[src/rtl/sequential_subtractor50_11_if.sv]
// Operand/result handshake bundle for the 50-bit minus 39-bit sequential subtractor.
// The master side supplies operands and consumes results; the slave side is the subtractor.
interface sequential_subtractor50_11_if;
   logic        in_valid;
   logic        in_ready;
   logic [49:0] A;
   logic [38:0] B;
   logic        out_valid;
   logic        out_ready;
   logic [49:0] Diff;
   logic        Borrow;

   modport master (
      output in_valid, A, B, out_ready,
      input  in_ready, out_valid, Diff, Borrow
   );

   modport slave (
      input  in_valid, A, B, out_ready,
      output in_ready, out_valid, Diff, Borrow
   );
endinterface

[src/rtl/sequential_subtractor50_11.sv]
// Computes A - {11'b0,B} one SLICE_W-bit slice per cycle with a rippled borrow; result after N=50/SLICE_W cycles.
// One operation in flight: in_ready only in IDLE, and the result holds in DONE for as long as out_ready stays low.
module sequential_subtractor50_11 #(
   parameter int SLICE_W = 10
) (
   input logic                   clk,
   input logic                   rst,
   sequential_subtractor50_11_if.slave bus
);
   localparam int N   = 50 / SLICE_W;
   localparam int K_W = (N > 1) ? $clog2(N) : 1;

   typedef enum logic [1:0] {IDLE, BUSY, DONE} state_t;

   state_t             state_q, state_d;
   logic [K_W-1:0]     k_q, k_d;
   logic               borrow_q, borrow_d;
   logic [49:0]        a_q, a_d;
   logic [49:0]        b_q, b_d;
   logic [49:0]        work_q, work_d;
   logic [49:0]        diff_q, diff_d;
   logic               res_borrow_q, res_borrow_d;
   logic               out_valid_q, out_valid_d;

   logic [SLICE_W-1:0] a_slice;
   logic [SLICE_W-1:0] b_slice;
   logic [SLICE_W:0]   slice_res;

   always_comb begin
      a_slice   = a_q[int'(k_q) * SLICE_W +: SLICE_W];
      b_slice   = b_q[int'(k_q) * SLICE_W +: SLICE_W];
      // One extra bit: its MSB is the borrow out of this slice.
      slice_res = {1'b0, a_slice} - {1'b0, b_slice} - {{SLICE_W{1'b0}}, borrow_q};

      state_d      = state_q;
      k_d          = k_q;
      borrow_d     = borrow_q;
      a_d          = a_q;
      b_d          = b_q;
      work_d       = work_q;
      diff_d       = diff_q;
      res_borrow_d = res_borrow_q;
      out_valid_d  = out_valid_q;

      case (state_q)
         IDLE: begin
            if (bus.in_valid) begin
               state_d  = BUSY;
               a_d      = bus.A;
               b_d      = {11'b0, bus.B};
               k_d      = '0;
               borrow_d = 1'b0;
            end
         end
         BUSY: begin
            work_d[int'(k_q) * SLICE_W +: SLICE_W] = slice_res[SLICE_W-1:0];
            borrow_d = slice_res[SLICE_W];
            k_d      = k_q + 1'b1;
            if (k_q == K_W'(N - 1)) begin
               // Outputs load only here, so consumers never see a partial difference.
               state_d      = DONE;
               k_d          = '0;
               diff_d       = work_d;
               res_borrow_d = slice_res[SLICE_W];
               out_valid_d  = 1'b1;
            end
         end
         DONE: begin
            if (bus.out_ready) begin
               state_d     = IDLE;
               out_valid_d = 1'b0;
            end
         end
         default: begin
            state_d     = IDLE;
            out_valid_d = 1'b0;
         end
      endcase
   end

   always_ff @(posedge clk) begin
      if (rst) begin
         state_q      <= IDLE;
         k_q          <= '0;
         borrow_q     <= 1'b0;
         a_q          <= '0;
         b_q          <= '0;
         work_q       <= '0;
         diff_q       <= '0;
         res_borrow_q <= 1'b0;
         out_valid_q  <= 1'b0;
      end else begin
         state_q      <= state_d;
         k_q          <= k_d;
         borrow_q     <= borrow_d;
         a_q          <= a_d;
         b_q          <= b_d;
         work_q       <= work_d;
         diff_q       <= diff_d;
         res_borrow_q <= res_borrow_d;
         out_valid_q  <= out_valid_d;
      end
   end

   // Gated by rst so nothing is offered while reset is held.
   assign bus.in_ready  = (state_q == IDLE) && !rst;
   assign bus.out_valid = out_valid_q;
   assign bus.Diff      = diff_q;
   assign bus.Borrow    = res_borrow_q;
endmodule

[src/flat_wrapper.sv]
// flat-port wrapper written by rule: the top's interface ports become plain ports
module sequential_subtractor50_11_flat 
#(
   parameter int SLICE_W = 10
)
  (clk, rst, bus_in_valid, bus_A, bus_B, bus_out_ready, bus_in_ready, bus_out_valid, bus_Diff, bus_Borrow);
  sequential_subtractor50_11_if bus_i ();
  input logic clk;
  input logic rst;
  input wire logic [$bits(bus_i.in_valid)-1:0] bus_in_valid;
  input wire logic [$bits(bus_i.A)-1:0] bus_A;
  input wire logic [$bits(bus_i.B)-1:0] bus_B;
  input wire logic [$bits(bus_i.out_ready)-1:0] bus_out_ready;
  output wire logic [$bits(bus_i.in_ready)-1:0] bus_in_ready;
  output wire logic [$bits(bus_i.out_valid)-1:0] bus_out_valid;
  output wire logic [$bits(bus_i.Diff)-1:0] bus_Diff;
  output wire logic [$bits(bus_i.Borrow)-1:0] bus_Borrow;
  assign bus_i.in_valid = bus_in_valid;
  assign bus_i.A = bus_A;
  assign bus_i.B = bus_B;
  assign bus_i.out_ready = bus_out_ready;
  assign bus_in_ready = bus_i.in_ready;
  assign bus_out_valid = bus_i.out_valid;
  assign bus_Diff = bus_i.Diff;
  assign bus_Borrow = bus_i.Borrow;
  sequential_subtractor50_11 #(.SLICE_W(SLICE_W)) u_core (.clk(clk), .rst(rst), .bus(bus_i));
endmodule
[config.mk]
export PLATFORM = sky130hd
export DESIGN_NAME = sequential_subtractor50_11_flat
export DESIGN_NICKNAME = d
export VERILOG_FILES = /design/src/rtl/sequential_subtractor50_11_if.sv /design/src/rtl/sequential_subtractor50_11.sv /design/src/flat_wrapper.sv
export SDC_FILE = /design/constraint.sdc
export NUM_CORES = 1
export LEC_CHECK = 0
export BUFFER_PORTS_ARGS = -buffer_cell sky130_fd_sc_hd__buf_2
export CAP_MARGIN = 20
export CORE_UTILIZATION = 40
export DETAILED_ROUTE_END_ITERATION = 16
export PLACE_DENSITY = 0.58
export SYNTH_ARGS = -nofsm -noshare
export SYNTH_HDL_FRONTEND = slang
export SYNTH_SLANG_ARGS = --single-unit
[constraint.sdc]
create_clock -name clk -period 6.9 [get_ports clk]
set_input_delay 0.345 -clock clk [delete_from_list [all_inputs] [get_ports clk]]
set_output_delay 0.345 -clock clk [all_outputs]
set_load 0.05 [all_outputs]
==> results of run 1 <==
==> area by class of cell <==
type,count,area (um^2),area share [%]
timing repair buffer,160,841,7.16
tap,330,413,3.52
sequential,197,3950,33.6
inverter,33,124,1.06
clock inverter,14,160,1.36
clock buffer,18,429,3.66
multi-input combinational,984,5830,49.6
==> per-layer routing <==
layer	routed length [um]	global-route usage (%)	vias up
li1	-	-	4781
met1	14500	32.6	4510
met2	15100	40.5	313
met3	1550	3.78	44
met4	767	8.58	2
met5	8	0	-
==> worst min-delay path by stage <==
stage,from,end,slack (ns),cells after the start
3_5_place_dp,u_core.bus.Diff[12],u_core.bus.Diff[12],0.44,2
5_1_grt,bus_A[37],u_core.a_q[37],0.13,3
2_1_floorplan,u_core.a_q[41],u_core.a_q[41],0.43,2
3_3_place_gp,u_core.bus.Diff[22],u_core.bus.Diff[22],0.44,2
6_report,bus_B[12],u_core.b_q[12],0.13,3
4_1_cts,bus_B[12],u_core.b_q[12],0.12,3
==> synthesized netlist by cell type, types with 3 or more instances <==
cell type / count
a211oi_2: 3
xnor2_1: 7
o21a_1: 3
nand2b_1: 8
and3_1: 16
o22ai_1: 4
nor2b_1: 8
nor3_1: 38
o211ai_1: 9
or2_2: 7
clkbuf_1: 79
ha_1: 23
nor2_1: 107
or3_1: 11
nand3_1: 43
a32oi_1: 7
mux2_2: 3
inv_1: 33
buf_4: 3
a211oi_1: 32
o31ai_1: 3
a311oi_1: 6
buf_2: 4
nor4_1: 4
a31o_2: 3
a21oi_1: 170
a31oi_1: 9
mux4_2: 17
nand2_1: 253
nor3b_1: 3
o21ai_0: 70
buf_1: 5
a21boi_0: 3
a22o_1: 4
and2_1: 18
dfxtp_1: 197
nand4_1: 8
a221oi_1: 5
o41ai_1: 4
mux2i_1: 20
mux2i_4: 3
xor2_1: 5
a21o_1: 4
o311ai_1: 4
==> state kept, by name (all words and copies together), names as in the netlist <==
signal and flops:
u_core.borrow_q 1, u_core.bus.out_valid 1, u_core.k_q 3, u_core.bus.Borrow 1, u_core.b_q 39, u_core.state_q 2, u_core.bus.Diff 50, u_core.a_q 50
u_core.work_q 50
==> cell families (layout without fill, tap and decap cells) <==
logic type               Yosys count  after routing
AND/OR/NAND/NOR                  536            536
multiplexers                      45             45
flip-flops                       197            197
adder cells (fa/ha/maj)           25             25
XOR/XNOR                          13             13
buffers and inverters            125            225
AO/OA/AOI/OAI                    365            365
==> metrics by stage <==
step | instance area [um^2] | instances | hold slack [ns]
2_1_floorplan | 10200 | 1306 | 0.432
3_3_place_gp | 11100 | 1704 | 0.439
3_5_place_dp | 11100 | 1704 | 0.443
4_1_cts | 11700 | 1736 | 0.120
5_1_grt | 11700 | 1736 | 0.126
6_report | 11700 | 1736 | 0.133
==> report_power, final <==
group          internal (W)  switching [W]
sequential          0.00117      0.0000277
clock              0.000517       0.000500
combinational      0.000258       0.000528
total               0.00195        0.00106
==> critical path: cells and delay by family, from the launching register on <==
| family | cells | cell delay [ns] |
|---|---|---|
| buf+inv | 1 | 0.50 |
| simple gates | 5 | 1.25 |
| flops | 1 | 0.75 |
| compound gates | 4 | 1.59 |
| fa+ha+maj | 2 | 0.93 |
==> out/results.tsv, run 1 <==
stage	metric	value	unit
outcome	status	complete, no violations	
layout	final_core_util	46.6	%
yosys	synthXorXnorAreaFrac	1.19	%
setup_path	critPathMaxStageDelay	0.75	ns
sta	clock_skew	0.0124	ns
setup_path	critPathCaptureType	flip-flop	
drt	post_drt_wl_per_cell	18.4	um
yosys	synth_top_family_by_area	simple AND/OR/NAND/NOR gates	
setup_path	crit_path_start	u_core.k_q[2]	
setup_path	crit_slowest_cell	dfxtp_1	
yosys	syn-num-nets	1424	
clock_network	cts_resized	0	
drt	ant_nets	0	
sta	worst_slack	1.73	ns
sta	fin_crit	5.17	ns
die	initial_core_util	40.7	%
clock_network	cts_num_sinks	197	
global_routing	grt_use_total	24.6	%
power_and_ir_drop	power_density	256	nW/um^2
yosys	seq_area_frac_synth	38.5	%
clock_network	numCtsBuffers	17	
setup_path	worstSetupPathType	reg2reg	
yosys	synth_edf_count	0	
yosys	syn-cell-area	10200	um^2
clock_network	clock_latency	0.44	ns
global_routing	grt_antenna_before_repair	1	
sta	grt_setup_unrepaired	false	
yosys	synth.top_cell.area_share	38.5	%
die	coreArea	25200	um^2
die	ioPinCount	146	
worst_hold_path	hold_class	in2reg	
global_routing	grt_pass1_vias	9087	
layout	nNetsFinal	1511	
yosys	avgSynthCellArea	7.84	um^2
drt	vias	9650	
drt	drt-vias-per-instance	5.56	
die	die_h	162	um
yosys	synth_adder_area_share	3.20	%
sta	setup_viol	0	
sta	hold_viol_final	0	
drt	firstDrtPassIters	9	
placed_design	hpwlAfterDp	22600	um
setup_path	crit_fanout	22	
power_and_ir_drop	power	0.00300	W
layout	syn_to_final_growth	14.6	%
yosys	ys_dominant_reg_cell	dfxtp_1	
clock_network	holdBufCountCts	0	
placed_design	pre_cts_slack	1.74	ns
power_and_ir_drop	vdd_drop_max	0.000154	V
yosys	syn_inst	1306	
layout	final.fill_count	2607	
setup_path	r2r_slack	1.73	ns
clock_network	post_cts_buffers	0	
yosys	synth_cell_types	75	
clock_network	cts_buffer_depth	2	
yosys	synth_mux_area_share	6.94	%
yosys	synthSimpleGateAreaFrac	23.4	%
setup_path	timing.rr.start	u_core.k_q[2]	
die	num_rows	58	
placed_design	port_buffers	145	
layout	drive_above_1_share	17.9	%
sta	timing.fmax	0.193	GHz
clock_network	tritoncts	yes	
yosys	synthArstFlopShare	0	%
clock_network	path_clk_slew	0.08	ns
layout	diodes	0	
setup_path	crit_path_end	u_core.work_q[3]	
die	dieWidth	162	um
yosys	yosys.area.top_type	dfxtp_1	
clock_network	cts_root_buffer	clkbuf_16	
global_routing	grt_pass1_wl	50400	um
yosys	synth-seq-cells	197	
global_routing	grt_max_degree	93	
flow_run	cap_violations	0	
die	dieArea	26200	um^2
sta	finalMaxSlewViolations	0	
global_routing	grt-ovfl-total	0	
drt	drtIter0Drc	748	
drt	finalWirelength	32000	um
yosys	synthTopCellsByArea	dfxtp_1, nand2_1, a21oi_1	
placed_design	place_congestion	0.940	
clock_network	htree_levels	4	
power_and_ir_drop	leakage	4.47	nW
layout	final_common_cell	nand2_1	
sta	tightest_slew	1.08	ns
sta	period_share	74.9	%
sta	finalSetupTns	0	ns
layout	mostFrequentLayoutCells	nand2_1, dfxtp_1, a21oi_1, buf_2, nor2_1	
setup_path	path_cells	inv_1 -> ha_1 -> nor3_1 -> and2_1 -> ha_1 -> nor2_1 -> nand4_1 -> nand2_1 -> a21boi_0 -> o21ai_0 -> a211oi_1 -> a211oi_1	
setup_path	crit_required	7.19	ns
yosys	yosysWarnings	0	
setup_path	start_kind	flip-flop	
drt	drc_errors	0	
setup_path	r2r-end	u_core.work_q[3]	
setup_path	ff2ff_path_depth	12	
setup_path	cp_data_arrival_time	5.46	ns
sta	slew_headroom	28.1	%
yosys	synth-compound-area-share	21.9	%
Power figures use the tool's default switching activity.
==> run 2: changes to the inputs <==
==> constraint.sdc (replaced) <==
create_clock -name clk -period 4.8 [get_ports clk]
set_input_delay 0.24 -clock clk [delete_from_list [all_inputs] [get_ports clk]]
set_output_delay 0.24 -clock clk [all_outputs]
set_load 0.05 [all_outputs]
==> run 2 against run 1 <==
Clock skew increased by 0.0030 ns. Sequential power increased by 43%. Global-route usage increased by 0.56 points. Register-to-register slack got worse by 1.3 ns. Via count increased by 1.6%. Setup slack got worse by 1.3 ns. Hold slack got worse by 0.11 ns. Sequential cell count unchanged. Critical endpoint is now u_core.work_q[29].
==> out/results.tsv, run 2 (synthesis gave the netlist of run 1 again) <==
stage	metric	value	unit	change
outcome	status	complete, no violations		
clock_network	cts_root_buffer	clkbuf_16		
sta	setup_viol	0		unchanged
setup_path	r2r-end	u_core.work_q[29]		
setup_path	start_kind	flip-flop		
sta	tightest_slew	0.969	ns	-0.110 ns
worst_hold_path	whs_path_depth	3		unchanged
sta	period_share	91.2	%	+16 points
clock_network	path_clk_slew	0.09	ns	about the same
drt	drc_errors	0		unchanged
worst_hold_path	min_to	u_core.b_q[15]		
die	dieArea	26200	um^2	unchanged
clock_network	post_cts_buffers	0		unchanged
worst_hold_path	hold_class	in2reg		
sta	clock_skew	0.0154	ns	+0.00297 ns
clock_network	htree_levels	4		unchanged
placed_design	hpwlAfterDp	23700	um	+4.8%
drt	vias	9804		+1.6%
clock_network	cts_resized	0		unchanged
die	ioPinCount	146		unchanged
global_routing	grt_pass1_vias	9318		+2.5%
setup_path	crit_fanout	23		+4.5%
clock_network	clock_latency	0.44	ns	about the same
placed_design	placed_cells	1725		+1.2%
die	dieWidth	162	um	unchanged
setup_path	path_cells	buf_4 -> mux4_2 -> a21oi_1 -> ha_1 -> inv_1 -> ha_1 -> a21oi_1 -> o21ai_0 -> or2_2 -> mux2i_1 -> nor3b_2 -> mux2i_1 -> nand2_1 -> a311oi_1		
die	num_rows	58		unchanged
global_routing	grt_antenna_before_repair	0		-1
setup_path	critPathCaptureType	flip-flop		
setup_path	cp_data_arrival_time	4.72	ns	-0.74 ns
sta	fin_crit	4.38	ns	-0.792 ns
sta	hold_viol_final	0		unchanged
layout	diodes	0		unchanged
drt	ant_nets	0		unchanged
die	coreArea	25200	um^2	unchanged
setup_path	r2r_slack	0.42	ns	-1.31 ns
die	initial_core_util	40.7	%	unchanged
sta	slew_headroom	35.2	%	+7.1 points
placed_design	port_buffers	145		unchanged
layout	nNetsFinal	1532		+1.4%
setup_path	critPathMaxStageDelay	0.58	ns	-0.17 ns
setup_path	crit_required	5.14	ns	-2.05 ns
layout	syn_to_final_growth	16.3	%	
flow_run	cap_violations	0		unchanged
worst_hold_path	hp-start	bus_B[15]		
setup_path	timing.rr.start	u_core.k_q[0]		
placed_design	place_congestion	0.965		+2.7%
power_and_ir_drop	power_density	364	nW/um^2	+42%
setup_path	crit_family	multiplexers		
global_routing	grt-ovfl-total	0		unchanged
clock_network	tritoncts	yes		
setup_path	cp.depth	14		+2
sta	timing.fmax	0.228	GHz	+18%
sta	finalMaxSlewViolations	0		unchanged
drt	post_drt_wl_per_cell	18.5	um	+0.50%
layout	final_common_cell	nand2_1		
clock_network	cts_buffer_depth	2		unchanged
die	die_h	162	um	unchanged
drt	drt-vias-per-instance	5.58		+0.38%
drt	firstDrtPassIters	7		-2
clock_network	holdBufCountCts	0		unchanged
layout	mostFrequentLayoutCells	nand2_1, dfxtp_1, a21oi_1, buf_2, nor2_1		
setup_path	crit_slowest_cell	dfxtp_4		
layout	fin_cells	1757		+1.2%
layout	drive_above_1_share	19.1	%	+1.2 points
global_routing	grt_pass1_wl	52000	um	+3.0%
clock_network	cts_num_sinks	197		unchanged
clock_network	numCtsBuffers	17		unchanged
layout	final.fill_count	2538		-2.6%
power_and_ir_drop	vdd_drop_max	0.000223	V	+44%
setup_path	ff2ff_path_depth	14		+2
global_routing	grt_max_degree	73		-22%
drt	drtIter0Drc	706		-5.6%
sta	grt_setup_unrepaired	false		
sta	finalSetupTns	0	ns	unchanged
global_routing	grt_use_total	25.1	%	+0.56 points
power_and_ir_drop	leakage	4.58	nW	+2.3%
drt	finalWirelength	32500	um	+1.7%
setup_path	worst-path-buf-inv	2		+1
setup_path	worstSetupPathType	reg2reg		
## run 2: power breakdown
part / switching, W / total (W) / leakage, nW / internal [W]
Sequential: 0.0000378 / 0.00172 / 1.60 / 0.00169
Clock: 0.000732 / 0.00146 / 0.295 / 0.000729
Combinational: 0.000755 / 0.00115 / 2.68 / 0.000393
## run 2: how the worst max path moves through the flow
| stage | startpoint | slack, ns | to |
|---|---|---|---|
| 2_1_floorplan | u_core.k_q[0] | 0.38 | u_core.bus.Diff[17] |
| 3_3_place_gp | u_core.k_q[0] | 0.34 | u_core.bus.Diff[21] |
| 3_5_place_dp | u_core.k_q[0] | 0.21 | u_core.work_q[45] |
| 4_1_cts | u_core.k_q[0] | 0.18 | u_core.work_q[29] |
| 5_1_grt | u_core.k_q[0] | 0.02 | u_core.bus.Diff[21] |
| 6_report | u_core.k_q[0] | 0.42 | u_core.work_q[29] |
## run 2: final cells by class
class	count	area [um^2]	area share (%)
Multi-Input combinational cell	984	5820	48.9
Sequential cell	197	3950	33.1
Timing Repair Buffer	181	998	8.38
Clock buffer	19	453	3.80
Tap cell	330	413	3.47
Clock inverter	13	154	1.29
Inverter	33	124	1.04
## run 2: metal layers
layer / part of all wire, % / GRT usage, % / vias up
met3: 4.3 / 2.89 / 51
met2: 46 / 41.1 / 314
li1: - / - / 4827
met1: 46 / 33.7 / 4612
met5: 0 / 0 / -
met4: 3.2 / 9.99 / 0
## run 2: worst register-to-register path, delay by kind of cell, from the launching register on
kind / cells / cell delay [ns]
mux: 3 / 1.15
flops: 1 / 0.58
compound gates: 4 / 1.08
buf+inv: 2 / 0.32
fa+ha+maj: 2 / 0.51
simple gates: 3 / 0.65
## run 2: stage by stage
stage	total power [W]	hold WS, ns	worst slack [ns]	area [um^2]	utilization [%]
final	0.00433	0.0246	0.423	11900	47.3
after global routing	0.00453	0.0261	0.0184	11900	47.3
after CTS	0.00434	0.0183	0.179	11900	47.3
after detailed placement	0.00289	0.444	0.205	11300	44.9
after global placement	0.00289	0.439	0.337	11300	44.9
after floorplan	0.00254	0.376	0.379	10200	-
